==> config.mk <==
export PLATFORM = sky130hd
export DESIGN_NAME = spi_slave
export DESIGN_NICKNAME = d
export VERILOG_FILES = /design/src/rtl/spi_slave.sv
export SDC_FILE = /design/constraint.sdc
export NUM_CORES = 1
export LEC_CHECK = 0
export BUFFER_PORTS_ARGS = -buffer_cell sky130_fd_sc_hd__clkbuf_2
export CORE_AREA = 2 2 73 75
export DETAILED_ROUTE_END_ITERATION = 12
export DIE_AREA = 0 0 75 77
export GPL_TIMING_DRIVEN = 0
export HOLD_SLACK_MARGIN = 0.12
export SYNTH_ARGS = -nofsm -noshare
export SYNTH_HDL_FRONTEND = slang
export SYNTH_SLANG_ARGS = --single-unit
==> constraint.sdc <==
create_clock -name clk -period 2.9 [get_ports clk]
set_input_delay 0.145 -clock clk [delete_from_list [all_inputs] [get_ports clk]]
set_output_delay 0.145 -clock clk [all_outputs]
set_load 0.005 [all_outputs]
==> src/rtl/spi_slave.sv <==
// SPI mode-0 responder: inputs synchronised into clk, full-duplex word shifting,
// one-entry transmit holding register with valid/ready write handshake.
module spi_slave #(
   parameter int DATA_WIDTH  = 8,
   parameter int SYNC_STAGES = 2
) (
   input  logic                  clk,
   input  logic                  rst,
   input  logic                  sck,
   input  logic                  ss_n,
   input  logic                  mosi,
   output logic                  miso,
   output logic                  miso_oe,
   input  logic [DATA_WIDTH-1:0] tx_data,
   input  logic                  tx_valid,
   output logic                  tx_ready,
   output logic [DATA_WIDTH-1:0] rx_data,
   output logic                  rx_valid,
   output logic                  busy,
   output logic                  tx_underrun
);

   localparam int CNT_W = (DATA_WIDTH > 2) ? $clog2(DATA_WIDTH) : 1;
   localparam logic [CNT_W-1:0] LAST_BIT = CNT_W'(DATA_WIDTH - 1);

   typedef enum logic [0:0] {
      IDLE  = 1'b0,
      SHIFT = 1'b1
   } state_t;

   state_t state, state_next;

   logic [SYNC_STAGES-1:0] sck_pipe, ss_pipe, mosi_pipe;
   logic                   sck_d, ss_d;
   logic                   sck_s, ss_s, mosi_s;
   logic                   sck_rise, sck_fall, ss_rise, ss_fall;

   logic [CNT_W-1:0]      bit_cnt, bit_cnt_next;
   logic [DATA_WIDTH-1:0] tx_shift, tx_shift_next;
   logic [DATA_WIDTH-1:0] rx_shift, rx_shift_next;
   logic [DATA_WIDTH-1:0] rx_data_next;
   logic [DATA_WIDTH-1:0] hold_data, hold_data_next;
   logic                  hold_full, hold_full_next;
   logic                  rx_valid_next, underrun_next;
   logic                  load;

   // ss_n synchroniser resets to deselected so reset never looks like a frame start.
   always_ff @(posedge clk or posedge rst) begin
      if (rst) begin
         sck_pipe  <= '0;
         ss_pipe   <= '1;
         mosi_pipe <= '0;
         sck_d     <= 1'b0;
         ss_d      <= 1'b1;
      end else begin
         sck_pipe  <= {sck_pipe[SYNC_STAGES-2:0], sck};
         ss_pipe   <= {ss_pipe[SYNC_STAGES-2:0], ss_n};
         mosi_pipe <= {mosi_pipe[SYNC_STAGES-2:0], mosi};
         sck_d     <= sck_pipe[SYNC_STAGES-1];
         ss_d      <= ss_pipe[SYNC_STAGES-1];
      end
   end

   assign sck_s    = sck_pipe[SYNC_STAGES-1];
   assign ss_s     = ss_pipe[SYNC_STAGES-1];
   assign mosi_s   = mosi_pipe[SYNC_STAGES-1];
   assign sck_rise = sck_s & ~sck_d;
   assign sck_fall = ~sck_s & sck_d;
   assign ss_rise  = ss_s & ~ss_d;
   assign ss_fall  = ~ss_s & ss_d;

   always_ff @(posedge clk or posedge rst) begin
      if (rst) begin
         state       <= IDLE;
         bit_cnt     <= '0;
         tx_shift    <= '0;
         rx_shift    <= '0;
         rx_data     <= '0;
         rx_valid    <= 1'b0;
         tx_underrun <= 1'b0;
         hold_data   <= '0;
         hold_full   <= 1'b0;
      end else begin
         state       <= state_next;
         bit_cnt     <= bit_cnt_next;
         tx_shift    <= tx_shift_next;
         rx_shift    <= rx_shift_next;
         rx_data     <= rx_data_next;
         rx_valid    <= rx_valid_next;
         tx_underrun <= underrun_next;
         hold_data   <= hold_data_next;
         hold_full   <= hold_full_next;
      end
   end

   always_comb begin
      state_next     = state;
      bit_cnt_next   = bit_cnt;
      tx_shift_next  = tx_shift;
      rx_shift_next  = rx_shift;
      rx_data_next   = rx_data;
      rx_valid_next  = 1'b0;
      underrun_next  = 1'b0;
      hold_data_next = hold_data;
      hold_full_next = hold_full;
      load           = 1'b0;

      case (state)
         IDLE: begin
            if (ss_fall) begin
               state_next   = SHIFT;
               bit_cnt_next = '0;
               load         = 1'b1;
            end
         end
         SHIFT: begin
            if (ss_rise) begin
               state_next    = IDLE;
               bit_cnt_next  = '0;
               tx_shift_next = '0;
               rx_shift_next = '0;
            end else if (sck_rise) begin
               rx_shift_next = {rx_shift[DATA_WIDTH-2:0], mosi_s};
               if (bit_cnt == LAST_BIT) begin
                  bit_cnt_next  = '0;
                  rx_data_next  = {rx_shift[DATA_WIDTH-2:0], mosi_s};
                  rx_valid_next = 1'b1;
               end else begin
                  bit_cnt_next = bit_cnt + CNT_W'(1);
               end
            end else if (sck_fall) begin
               if (bit_cnt != '0) begin
                  tx_shift_next = {tx_shift[DATA_WIDTH-2:0], 1'b0};
               end else begin
                  load = 1'b1;
               end
            end
         end
         default: state_next = IDLE;
      endcase

      // Load sees the pre-write holding state; a same-cycle write lands for the next word.
      if (load) begin
         if (hold_full) begin
            tx_shift_next  = hold_data;
            hold_full_next = 1'b0;
         end else begin
            tx_shift_next = '0;
            underrun_next = 1'b1;
         end
      end

      if (tx_valid && !hold_full) begin
         hold_data_next = tx_data;
         hold_full_next = 1'b1;
      end
   end

   assign tx_ready = ~hold_full;
   assign busy     = (state == SHIFT);
   assign miso_oe  = (state == SHIFT);
   assign miso     = (state == SHIFT) ? tx_shift[DATA_WIDTH-1] : 1'b0;

endmodule

==> results of run 1 <==
worst register-to-register path, cell delays in order (launching register included):
cell and delay [ns]:
sky130_fd_sc_hd__dfrtp_1 0.43, sky130_fd_sc_hd__inv_1 0.09, sky130_fd_sc_hd__ha_1 0.14, sky130_fd_sc_hd__nand4bb_1 0.15
sky130_fd_sc_hd__a211oi_4 0.44, sky130_fd_sc_hd__buf_6 0.19, sky130_fd_sc_hd__nand3b_1 0.11, sky130_fd_sc_hd__a2bb2oi_1 0.08
through the flow:
stage | util | setup WS [ns]
2_1_floorplan | - | 1.350
3_3_place_gp | 0.4359 | 1.185
3_5_place_dp | 0.4359 | 1.145
4_1_cts | 0.4811 | 1.131
5_1_grt | 0.4811 | 1.009
6_report | 0.4811 | 1.142
where the power goes:
part | leakage [nW] | switching (mW) | internal, mW
Sequential | 0.574 | 0.0899 | 0.779
Clock | 0.0544 | 0.212 | 0.218
Combinational | 0.515 | 0.162 | 0.186
Total | 1.14 | 0.464 | 1.18
what timing repair did:
action	4_1_cts	5_1_grt
endpoints found under the hold margin	54	0
endpoints found under the setup margin	0	0
hold buffers	12	0
state kept, by name, indices dropped and copies added, names as in the netlist, 2 cells and up:
name,count
hold_data,8
rx_data,8
tx_shift,8
rx_shift,7
bit_cnt,3
mosi_pipe,2
sck_pipe,2
ss_pipe,2
area by class of cell:
class                      count  area [um2]
fill                         438        2582
sequential                    46        1155
multi-input combinational     81       718.2
timing repair buffer          39       255.2
clock buffer                   7       96.34
tap                           70       87.58
buffer                         8       55.05
inverter                       5       18.77
clock inverter                 1       8.758
cell families (layout without fill, tap and decap cells):
kind of cell	after synthesis	count (layout)	synth area share
AO/OA/AOI/OAI	33	33	0.1433
multiplexers	16	16	0.1080
AND/OR/NAND/NOR	29	29	0.09834
buffers and inverters	13	60	0.03792
flip-flops	46	46	0.5932
adder cells (fa/ha/maj)	3	3	0.01928
metal layers:
metal | global-route usage | vias up | part of all wire
met5 | 0 | - | 0
met4 | 0.05536 | 0 | 0.017
met3 | 0.03154 | 7 | 0.041
met2 | 0.1904 | 30 | 0.46
met1 | 0.1942 | 639 | 0.48
li1 | - | 600 | -
synthesized netlist by cell type, types with 3 or more instances:
cell type,number,area (um2)
sky130_fd_sc_hd__mux2_4,8,120.1
sky130_fd_sc_hd__a32oi_1,7,61.31
sky130_fd_sc_hd__dfrtp_1,43,1076
sky130_fd_sc_hd__mux2_1,3,33.78
sky130_fd_sc_hd__dfstp_2,3,78.83
sky130_fd_sc_hd__mux2_2,5,56.30
sky130_fd_sc_hd__a2bb2oi_1,7,61.31
sky130_fd_sc_hd__inv_1,5,18.77
sky130_fd_sc_hd__nor2b_1,3,18.77
sky130_fd_sc_hd__nand3b_1,7,52.55
sky130_fd_sc_hd__ha_1,3,37.54
sky130_fd_sc_hd__nor2_1,5,18.77
sky130_fd_sc_hd__o21ai_0,3,15.01
sky130_fd_sc_hd__a22o_1,7,61.31
how the worst max path moves through the flow:
stage / end / slack, ns
3_5_place_dp: tx_shift[6]$_DFFE_PP0P_ / 1.15
4_1_cts: tx_shift[6]$_DFFE_PP0P_ / 1.13
3_3_place_gp: rx_data[7]$_DFFE_PP0P_ / 1.19
2_1_floorplan: tx_shift[1]$_DFFE_PP0P_ / 1.35
5_1_grt: tx_shift[4]$_DFFE_PP0P_ / 1.01
6_report: tx_shift[6]$_DFFE_PP0P_ / 1.14
==> results.json, run 1 <==
{
  "share_of_flip_flops_with_an_asynchronous_set_or_reset": 1.000,
  "maxSlewViolCount": 0,
  "powerDensity_mw_per_mm2": 688.1,
  "synthesis.area_per_instance_um2": 13.91,
  "fp-row-count": 26,
  "drv_cap": 0,
  "cts_root_buffer": "sky130_fd_sc_hd__clkbuf_8",
  "worstPathMaxFanout": 10,
  "r2r-end": "tx_shift[6]$_DFFE_PP0P_",
  "finalNetCount": 203,
  "die_h_um": 77,
  "path_buf_inv": 2,
  "clock_tree.htree_level_count": 2,
  "starting_drc_count_in_detailed_routing": 59,
  "global_route_wire_length_before_repair_um": 5947,
  "finalInstanceArea_mm2": 0.002395,
  "initial_core_util": 0.3912,
  "drtPass1Iterations": 4,
  "setup_crit_end_kind": "register",
  "syn-cell-area_mm2": 0.001947,
  "finalWeightedCongestion": 0.7611,
  "placedCellCount": 237,
  "via_count_of_the_first_global_routing_pass": 1230,
  "cts_tree": "yes",
  "final_global_route_overflow_total": 0,
  "synth_cell_types": 35,
  "per_cell_via_count_in_the_routed_design": 4.965,
  "grt_max_degree": 47,
  "crit_required_ns": 3.08,
  "whs_ns": 0.3512,
  "clkSlewWorstSetupHoldPaths_ns": 0.09,
  "area_growth_syn_to_layout_pct": 23.01,
  "cts_sinks": 46,
  "ys.warnings.count": 0,
  "num_vias": 1276,
  "fin_clk_skew_ns": 0.007975,
  "number_of_antenna_cells_inserted": 0,
  "worst-r2r-setup-slack_ns": 1.14,
  "port_buffers": 27,
  "hold_path_depth": 0,
  "power_leakage_nw": 1.143,
  "hold_end": "sck_pipe[1]$_DFF_PP0_",
  "critical_path_depth_in_cells": 7,
  "clock_insertion_delay_worst_skew_ns": 0.30,
  "grt.total_usage": 0.1337,
  "dominantRegCellSynth": "sky130_fd_sc_hd__dfrtp_1",
  "fin_setup_tns_ns": 0,
  "cts_setup_buffers": 0,
  "drcViolationCount": 0,
  "rr_startpoint": "bit_cnt[0]$_DFFE_PP0P_",
  "crit_path_start_kind": "register",
  "numCtsBuffers": 5,
  "crit_type": "reg2reg",
  "final_hold_viols": 0,
  "mostFrequentLayoutCell": "sky130_fd_sc_hd__dfrtp_1",
  "core_region_area_mm2": 0.004977,
  "layout_common_cells": "sky130_fd_sc_hd__dfrtp_1 (43), sky130_fd_sc_hd__clkbuf_2 (27), sky130_fd_sc_hd__dlygate4sd3_1 (12)",
  "antenna_left": 0,
  "fin_crit_sh": 0.6062,
  "final_cells": 257,
  "max-clock-path-buffers": 2,
  "max_freq_mhz": 568.9,
  "hold_path.class": "reg2reg",
  "crit_path_cell_trace": "inv_1, ha_1, nand4bb_1, a211oi_4, buf_6, nand3b_1, a2bb2oi_1",
  "area_of_the_die_mm2": 0.005775,
  "place_area_mm2": 0.002170,
  "max-vdd-ir-drop_mv": 0.6225,
  "postCtsResizedCells": 0,
  "synth_enable_flop_cells": 0,
  "syn_nets": 157,
  "synth.yosys.seq_area_share": 0.5932,
  "finalCriticalPeriod_ns": 1.758,
  "outcome": "finished clean",
  "syn_inst": 140,
  "reg2reg_depth": 7,
  "timing.critical_path.max_delay_family": "compound AO/OA/AOI/OAI gates",
  "grt_antenna_before_repair": 0,
  "power.total_mw": 1.648,
  "holdCritStartpoint": "sck_pipe[0]$_DFF_PP0_",
  "wire_per_inst_um": 13.78,
  "rsz_0062_raised_after_global_routing": "false",
  "worst_slew_pin_slew_ns": 0.9316,
  "routed_wl_um": 3542,
  "critical_path.slowest_cell": "sky130_fd_sc_hd__a211oi_4",
  "synth-seq-cells": 46,
  "maxSlewHeadroom": 0.3780,
  "critical_path.max_stage_delay_ns": 0.44,
  "ioPinCount": 28,
  "setup.worst_path.start": "bit_cnt[0]$_DFFE_PP0P_",
  "cp_data_arrival_time_ns": 1.94,
  "layout-drive-gt1-share": 0.3369,
  "setup_viol_count_final": 0,
  "die_width_um": 75,
  "hpwl_um": 2426
}
No activity file was read; power rests on OpenSTA's default activity.
==> run 2, diff against run 1 <==
--- a/config.mk
+++ b/config.mk
@@ -5,10 +5,11 @@
 export SDC_FILE = /design/constraint.sdc
 export NUM_CORES = 1
 export LEC_CHECK = 0
+export ABC_AREA = 1
 export BUFFER_PORTS_ARGS = -buffer_cell sky130_fd_sc_hd__clkbuf_2
-export CORE_AREA = 2 2 73 75
+export CORE_AREA = 2 2 75 77
 export DETAILED_ROUTE_END_ITERATION = 12
-export DIE_AREA = 0 0 75 77
+export DIE_AREA = 0 0 77 79
 export GPL_TIMING_DRIVEN = 0
 export HOLD_SLACK_MARGIN = 0.12
 export SYNTH_ARGS = -nofsm -noshare
==> constraint.sdc (replaced) <==
create_clock -name clk -period 1.7 [get_ports clk]
set_input_delay 0.085 -clock clk [delete_from_list [all_inputs] [get_ports clk]]
set_output_delay 0.085 -clock clk [all_outputs]
set_load 0.005 [all_outputs]
==> results.json, run 2 <==
{
  "outcome": "finished clean",
  "ioPinCount": 28,
  "critical_path.slowest_cell": "sky130_fd_sc_hd__dfrtp_1",
  "placedCellCount": 315,
  "starting_drc_count_in_detailed_routing": 93,
  "finalNetCount": 279,
  "port_buffers": 27,
  "syn-cell-area_mm2": 0.002031,
  "global_route_wire_length_before_repair_um": 6341,
  "synth_largest_type_area_fraction": 0.5299,
  "synth_enable_flop_cells": 0,
  "fin_clk_skew_ns": 0.004847,
  "ys.warnings.count": 0,
  "max-vdd-ir-drop_mv": 0.8750,
  "worstPathMaxFanout": 9,
  "via_count_of_the_first_global_routing_pass": 1422,
  "layout_common_cells": "sky130_fd_sc_hd__nand2_1 (62), sky130_fd_sc_hd__dfrtp_1 (43), sky130_fd_sc_hd__inv_1 (31)",
  "synth_cell_types": 26,
  "final_core_utilization": 0.4660,
  "synthesis.area_per_instance_um2": 9.445,
  "powerDensity_mw_per_mm2": 1202,
  "synthTopCellsByCount": "sky130_fd_sc_hd__nand2_1 (62), sky130_fd_sc_hd__dfrtp_1 (43), sky130_fd_sc_hd__inv_1 (32)",
  "power.clock.fraction": 0.227,
  "per_cell_via_count_in_the_routed_design": 4.352,
  "fp-row-count": 27,
  "area_of_the_die_mm2": 0.006083,
  "drcViolationCount": 0,
  "path_buf_inv": 2,
  "worst_slew_pin_slew_ns": 0.4724,
  "grt_antenna_before_repair": 0,
  "cts_sinks": 46,
  "synth_largest_area_cell": "sky130_fd_sc_hd__dfrtp_1",
  "setup_viol_count_final": 0,
  "cts_root_buffer": "sky130_fd_sc_hd__clkbuf_8",
  "grt_max_degree": 26,
  "final_global_route_overflow_total": 0,
  "number_of_antenna_cells_inserted": 0,
  "synthAdderAreaFrac": 0.01848,
  "final.setup.worst_slack_ns": 0.2743,
  "cp_data_arrival_time_ns": 1.62,
  "fin_crit_sh": 0.8386,
  "area_growth_syn_to_layout_pct": 22.49,
  "clock_insertion_delay_worst_skew_ns": 0.30,
  "crit_path_start_kind": "register",
  "drtPass1Iterations": 4,
  "core_region_area_mm2": 0.005338,
  "power_frac_comb": 0.278,
  "worst-r2r-setup-slack_ns": 0.27,
  "synth.area.mux_share": 0.04436,
  "pre_cts_slack_ns": 0.2862,
  "mostFrequentLayoutCell": "sky130_fd_sc_hd__nand2_1",
  "synth.yosys.seq_area_share": 0.5687,
  "cts_tree": "yes",
  "layout-drive-gt1-share": 0.2662,
  "power_switching_mw": 0.9507,
  "die_width_um": 77,
  "hold_path.class": "in2reg",
  "complex_gate_fraction_of_the_synthesized_area": 0.06654,
  "crit_type": "reg2reg",
  "power.total_mw": 2.989,
  "cell_with_the_most_instances_after_synthesis": "sky130_fd_sc_hd__nand2_1",
  "hpwl_um": 2526,
  "drv_cap": 0,
  "num_vias": 1458,
  "initial_core_util": 0.3805,
  "max-clock-path-buffers": 2,
  "wire_per_inst_um": 10.68,
  "routed_wl_um": 3577,
  "top_cells_by_area_synth": "sky130_fd_sc_hd__dfrtp_1 (53%), sky130_fd_sc_hd__nand2_1 (11%), sky130_fd_sc_hd__inv_1 (5.9%), sky130_fd_sc_hd__mux2_2 (4.4%), sky130_fd_sc_hd__dfstp_2 (3.9%)",
  "clock_tree.htree_level_count": 2,
  "crit_path_cell_trace": "inv_1, ha_1, inv_1, nor2_1, nand2_1, nand2_2, nand2_4, nand2_1, nand2_1, nand2_1, nand2_1",
  "cts_setup_buffers": 0,
  "setup_crit_end_kind": "register",
  "finalCriticalPeriod_ns": 1.426,
  "die_h_um": 79,
  "syn_inst": 215,
  "max_freq_mhz": 701.4,
  "final_cells": 335,
  "syn_nets": 232,
  "clkSlewWorstSetupHoldPaths_ns": 0.08,
  "timing.critical_path.max_delay_family": "simple AND/OR/NAND/NOR gates",
  "cp_common_cell": "sky130_fd_sc_hd__nand2_1",
  "maxSlewViolCount": 0,
  "yosys.area_share.xor_xnor": 0,
  "dominantRegCellSynth": "sky130_fd_sc_hd__dfrtp_1",
  "grt.total_usage": 0.1334,
  "p_int_mw": 2.039,
  "power_leakage_nw": 1.361,
  "share_of_flip_flops_with_an_asynchronous_set_or_reset": 1.000,
  "rsz_0062_raised_after_global_routing": "false",
  "numCtsBuffers": 5,
  "fin_setup_tns_ns": 0,
  "antenna_left": 0,
  "reg_top3": "hold_data x8, rx_data x8, tx_shift x8",
  "synth_top_family_by_area": "simple AND/OR/NAND/NOR gates",
  "final_hold_viols": 0,
  "maxSlewHeadroom": 0.6846,
  "synth-seq-cells": 46,
  "seqPwrFrac": 0.495,
  "finalWeightedCongestion": 0.7561,
  "synth-simple-area-share": 0.2249,
  "crit_required_ns": 1.90,
  "power.share.switching": 0.3180,
  "critical_path.max_stage_delay_ns": 0.41
}
[run 2: changes by cell type after synthesis, moves of 8 or more]
cell,change
sky130_fd_sc_hd__nand2_1,+60
sky130_fd_sc_hd__nand3_1,+10
sky130_fd_sc_hd__inv_1,+27
sky130_fd_sc_hd__mux2_4,-8
[run 2: worst register-to-register path, cell delays in order (launching register included)]
cell and delay (ns):
sky130_fd_sc_hd__dfrtp_1 0.41, sky130_fd_sc_hd__inv_1 0.08, sky130_fd_sc_hd__ha_1 0.14, sky130_fd_sc_hd__inv_1 0.04, sky130_fd_sc_hd__nor2_1 0.08, sky130_fd_sc_hd__nand2_1 0.07
sky130_fd_sc_hd__nand2_2 0.16, sky130_fd_sc_hd__nand2_4 0.12, sky130_fd_sc_hd__nand2_1 0.08, sky130_fd_sc_hd__nand2_1 0.04, sky130_fd_sc_hd__nand2_1 0.05, sky130_fd_sc_hd__nand2_1 0.05
[run 2: power groups by stage]
stage	logic (mW)	clock network, mW	registers (mW)
floorplan	0.648	0	1.47
global placement	0.799	0	1.50
detailed placement	0.820	0	1.50
CTS	0.846	0.706	1.48
global route	0.961	0.752	1.52
finish	0.831	0.679	1.48
[run 2: kinds of logic (layout without fill, tap and decap cells)]
kind of cell | after synthesis | after routing
AND/OR/NAND/NOR | 98 | 98
multiplexers | 8 | 8
flip-flops | 46 | 46
AO/OA/AOI/OAI | 22 | 22
adder cells (fa/ha/maj) | 3 | 3
buffers and inverters | 38 | 86
[run 2: worst paths after layout]
check	from	depth (start not counted)	end
worst max-delay path	bit_cnt[0]$_DFFE_PP0P_	11	tx_shift[2]$_DFFE_PP0P_
worst min-delay path	tx_valid	3	hold_full$_DFFE_PP0P_
worst max register to register	bit_cnt[0]$_DFFE_PP0P_	11	tx_shift[2]$_DFFE_PP0P_
worst min register to register	mosi_pipe[0]$_DFF_PP0_	0	mosi_pipe[1]$_DFF_PP0_
max in group asynchronous	rst	4	ss_pipe[1]$_DFF_PP1_
min in group asynchronous	rst	3	mosi_pipe[0]$_DFF_PP0_
[run 2: cell type report]
cell class                 count  area (um2)
timing repair buffer          40       275.3
inverter                      35       132.6
clock inverter                 1       5.005
multi-input combinational    131       719.4
fill                         544        2850
clock buffer                   7       86.33
sequential                    46        1155
buffer                         3       23.77
tap                           72       90.09
[run 2: repair_timing]
item	4_1_cts	5_1_grt
setup endpoints to repair	0	0
endpoints found under the hold margin	32	0
resized for setup	0	0
hold buffers	12	0
[run 2: per-layer routing]
layer / wire length, um / global-route usage
met5: 0 / 0
met4: 84 / 0.06071
met3: 136 / 0.04091
met2: 1545 / 0.1974
met1: 1811 / 0.1804
[run 2: metrics by stage]
| step | cell area, um2 | hold slack [ns] |
|---|---|---|
| after floorplan | 2031 | 0.08948 |
| after global placement | 2256 | 0.1727 |
| after detailed placement | 2276 | 0.1207 |
| after CTS | 2487 | 0.1564 |
| after global routing | 2487 | 0.1642 |
| final | 2487 | 0.1490 |
